## src/rtl/fifo_wr_arbiter.sv

```systemverilog
// Round-robin arbiter sharing one FIFO write port among NUM_REQ producers.
// Grants one producer per bounded burst and throttles every beat on the FIFO full flag.
module fifo_wr_arbiter #(
    parameter int NUM_REQ    = 4,
    parameter int DATA_WIDTH = 32,
    parameter int MAX_BURST  = 4,
    localparam int GW = $clog2(NUM_REQ),
    localparam int BW = $clog2(MAX_BURST + 1)
) (
    input  logic                          in_clk,
    input  logic                          in_rst_n,
    input  logic [NUM_REQ-1:0]            in_req_valid,
    input  logic [NUM_REQ-1:0]            in_req_last,
    input  logic [NUM_REQ*DATA_WIDTH-1:0] in_req_data,
    output logic [NUM_REQ-1:0]            out_req_ready,
    input  logic                          in_fifo_full,
    output logic                          out_fifo_wen,
    output logic [DATA_WIDTH-1:0]         out_fifo_wdata,
    output logic [GW-1:0]                 out_grant_id,
    output logic                          out_busy
);

    typedef enum logic [0:0] {
        IDLE  = 1'b0,
        GRANT = 1'b1
    } state_t;

    localparam logic [BW-1:0] MAX_BEATS = BW'(MAX_BURST);

    state_t          state_r;
    logic [GW-1:0]   grant_r;
    logic [GW-1:0]   last_grant_r;
    logic [BW-1:0]   beat_cnt_r;

    logic [GW-1:0]   winner_s;
    logic            found_s;
    logic            busy_s;
    logic            accept_s;
    logic            burst_done_s;
    logic [BW-1:0]   beat_inc_s;
    logic [NUM_REQ-1:0] ready_s;

    // Round-robin search starting just after the last served producer, wrapping modulo NUM_REQ.
    always_comb begin
        logic [GW-1:0] idx_v;
        winner_s = '0;
        found_s  = 1'b0;
        idx_v    = '0;
        for (int k = 1; k <= NUM_REQ; k++) begin
            idx_v = GW'((int'(last_grant_r) + k) % NUM_REQ);
            if (!found_s && in_req_valid[idx_v]) begin
                found_s  = 1'b1;
                winner_s = idx_v;
            end else begin
                found_s  = found_s;
            end
        end
    end

    // Handshake decode for the granted producer; combinational so full throttles in the same cycle.
    always_comb begin
        busy_s       = (state_r == GRANT);
        accept_s     = busy_s && in_req_valid[grant_r] && !in_fifo_full;
        beat_inc_s   = beat_cnt_r + BW'(1);
        burst_done_s = in_req_last[grant_r] || (beat_inc_s == MAX_BEATS);
        ready_s      = '0;
        if (busy_s && !in_fifo_full) begin
            ready_s[grant_r] = 1'b1;
        end else begin
            ready_s = '0;
        end
    end

    // Arbitration FSM: grant index, fairness pointer and beat counter.
    always_ff @(posedge in_clk or negedge in_rst_n) begin
        if (!in_rst_n) begin
            state_r      <= IDLE;
            grant_r      <= '0;
            last_grant_r <= GW'(NUM_REQ - 1);
            beat_cnt_r   <= '0;
        end else begin
            case (state_r)
                IDLE: begin
                    if (found_s) begin
                        grant_r      <= winner_s;
                        last_grant_r <= winner_s;
                        beat_cnt_r   <= '0;
                        state_r      <= GRANT;
                    end else begin
                        state_r      <= IDLE;
                    end
                end
                GRANT: begin
                    if (accept_s) begin
                        beat_cnt_r <= beat_inc_s;
                        if (burst_done_s) begin
                            state_r <= IDLE;
                        end else begin
                            state_r <= GRANT;
                        end
                    end else begin
                        state_r <= GRANT;
                    end
                end
                default: begin
                    state_r <= IDLE;
                end
            endcase
        end
    end

    assign out_req_ready  = ready_s;
    assign out_fifo_wen   = accept_s;
    assign out_fifo_wdata = in_req_data[int'(grant_r) * DATA_WIDTH +: DATA_WIDTH];
    assign out_grant_id   = grant_r;
    assign out_busy       = busy_s;

endmodule

```

## config.mk

```make
export PLATFORM = sky130hd
export DESIGN_NAME = fifo_wr_arbiter
export DESIGN_NICKNAME = d
export VERILOG_FILES = /design/src/rtl/fifo_wr_arbiter.sv
export SDC_FILE = /design/constraint.sdc
export NUM_CORES = 1
export LEC_CHECK = 0
export ABC_CLOCK_PERIOD_IN_PS = 1900
export CAP_MARGIN = 25
export CORE_AREA = 2 2 90 75
export DETAILED_ROUTE_END_ITERATION = 12
export DIE_AREA = 0 0 92 77
export PLACE_DENSITY = 0.76
export SYNTH_ARGS = -nofsm -noshare
export SYNTH_HDL_FRONTEND = slang
export SYNTH_SLANG_ARGS = --single-unit
```

## constraint.sdc

```tcl
create_clock -name in_clk -period 1.9 [get_ports in_clk]
set_input_delay 0.57 -clock in_clk [delete_from_list [all_inputs] [get_ports in_clk]]
set_output_delay 0.57 -clock in_clk [all_outputs]
set_load 0.01 [all_outputs]
```

==> metrics <==
outcome complete, but fails checks; failing checks setup timing; # DRC 0; met3 usage in global routing 0.03929; Final min period around 2100 ps; Peak Freq between 400 and 500 MHz; Core ar. ~6200 sq um; width of the die 92 um; Final Cycle Share 1.109; Final setup viols 35; Mapped Area 1375 sq um; most frequent cells in the layout dlygate4sd2_1, buf_6, mux4_2; hold slack about 550 ps; Power Total 3832 uW; DIE HEIGHT about 77 um; Worst setup EP type output port; Fillers 579; Final ANT Viol Nets 0; warnings from Yosys 0; final hold vios 0; initial antenna violation count 0; clk buf depth 2; die area between 7000 and 8000 sq um; Mapped Nets between 200 and 250; met1 GRT Util 0.2307; most used routing layer met2; CP Class flop to output port; # port buffers around 180; max-slew violations 0; sequential fraction of the synthesis area 0.1474; asr flop ratio synth 1.000; post-synth top area share 0.5405; Initial DRT Pass Iterations 4; largest net degree at the start of global routing 22; vias post-DR 1,721; Worst Path Required ~1300 ps; nets 433; Max transition margin 0.7564; Detailed Route Iter0 Violations 62; post-synth cell types 33; utilization after layout 0.5354; largest cells by area after synthesis mux4_2, dfrtp_1, dfstp_2, mux2i_1, buf_6; maxcap violations 0; Placed Instances between 300 and 400; hold crit path type flop to flop; Crit path arrival time approximately 1500 ps; dpl cell area between 3000 and 4000 sq um; final worst slack -207.7 ps; first-pass GRT wire length a little over 10,000 um; final cell count without fillers between 300 and 400; clk_skew 4.401 ps; RSZ-0062 raised after global routing true; CTS tree done; P_leak ~0.0016 uW; Worst-path clk slew ~40 ps; grt ovf 0; Inserted Clock Buffers 3; htree depth 1; Placer Congestion between 0.7 and 0.8; commonest non-fill, non-tap cell in the layout dlygate4sd2_1; CP Max Fanout 14; EDFF count, synth 0; Hold Buf Count CTS 0; routed len/inst 17.45 um; critical path launch point type flop; TritonCTS sink count 8; Global Route met2 Usage 0.3162; Total GRT Usage 0.1795; clock root buffer master clkbuf_8; mean area per synthesized cell ~14 sq um; post-synth top area cell mux4_2; DP HPWL 5590 um; Clock Latency Late Sink ~230 ps; layout cells sized above 1 0.3540; synthesized instance count ~100; Top Ports 179; measured slew at the worst slew-check pin roughly 360 ps; Yosys reg bits 8; vias in the first global route 1,869; fin area 3309 sq um; vias per inst 4.577; Layout Area Growth over Synthesis 140.7%; worst vdd ir around 0.00073 V; P per Cell Area about 1200 nW/um^2; Routed WL about 6600 um; ys flop type dfrtp_1; Core Rows 26; Starting Density 0.2225
-- layer usage --
| layer | vias to the layer above | wire (um) |
|---|---|---|
| met1 | 820 | 2712 |
| met4 | 0 | 35 |
| met3 | 7 | 494 |
| met2 | 76 | 3318 |
| li1 | 818 | - |
| met5 | - | 0 |
-- worst paths after layout --
kind | from | to | slack [ps] | depth (start not counted)
hold / removal | last_grant_r[1]$_DFFE_PN1P_ | last_grant_r[1]$_DFFE_PN1P_ | 550 | 1
setup / recovery | out_grant_id[0]$_DFFE_PN0P_ | out_fifo_wdata[4] | -210 | 3
setup reg to reg | out_grant_id[1]$_DFFE_PN0P_ | beat_cnt_r[1]$_DFFE_PN0P_ | 320 | 6
max in group asynchronous | in_rst_n | last_grant_r[0]$_DFFE_PN1P_ | 970 | 1
hold reg to reg | last_grant_r[1]$_DFFE_PN1P_ | last_grant_r[1]$_DFFE_PN1P_ | 550 | 1
min in group asynchronous | in_rst_n | beat_cnt_r[1]$_DFFE_PN0P_ | 620 | 1
-- registers in the layout, indices dropped and copies added (netlist names) --
name	flops
beat_cnt_r	3
last_grant_r	2
out_busy	1
out_grant_id	2
-- cells by family after synthesis --
family | count (synthesis) | synth area share
buf+inv | 13 | 0.05823
mux | 39 | 0.5914
compound gates | 17 | 0.09190
fa+ha+maj | 2 | 0.01820
flops | 8 | 0.1474
xor+xnor | 2 | 0.01274
simple gates | 20 | 0.08008
-- synthesized netlist by cell type, types with 2 or more instances --
cell	number
buf_6	3
buf_2	4
xor2_1	2
mux4_2	33
a21o_1	3
inv_1	4
nor2_1	4
mux2_4	2
dfrtp_1	6
dfstp_2	2
nor2b_1	2
mux2i_1	4
nand3_1	2
o21ai_0	2
a21oi_1	3
ha_1	2
o21a_1	2
nand2_1	5
nor4b_1	2
-- stage by stage --
| step | setup slack, ps | TNS (ps) |
|---|---|---|
| detailed placement | -805.5 | -23330 |
| floorplan | 6.704 | 0 |
| CTS | -226.5 | -6484 |
| finish | -207.7 | -5920 |
| global placement | -714.4 | -22940 |
| global route | -265.4 | -8053 |
-- layout make-up --
cell class / instances / area (sq um) / area share
Tap cell: 84 / 105.1 / 0.03176
Inverter: 4 / 15.01 / 0.004537
Timing Repair Buffer: 195 / 1814 / 0.5482
Antenna cell: 1 / 2.502 / 0.0007561
Sequential cell: 8 / 205.2 / 0.06200
Multi-Input combinational cell: 80 / 1122 / 0.3391
Clock buffer: 4 / 45.04 / 0.01361
-- power by group --
group	internal (uW)	leakage, uW	switching [uW]
sequential	275	0.0000876	101
clock	146	0.0000228	72.8
combinational	1960	0.00147	1280
-- repair_timing --
item                                    CTS  global route
gates resized for setup                 332             4
buffers inserted                          3             0
endpoints found under the setup margin   38            38
pin swaps                                 2             1
-- worst max-delay path, cell delays in order (launching register included) --
cell     delay (ps)
dfrtp_2         440
buf_12          190
mux4_2          540
buf_6           140
Power figures use the tool's default switching activity.
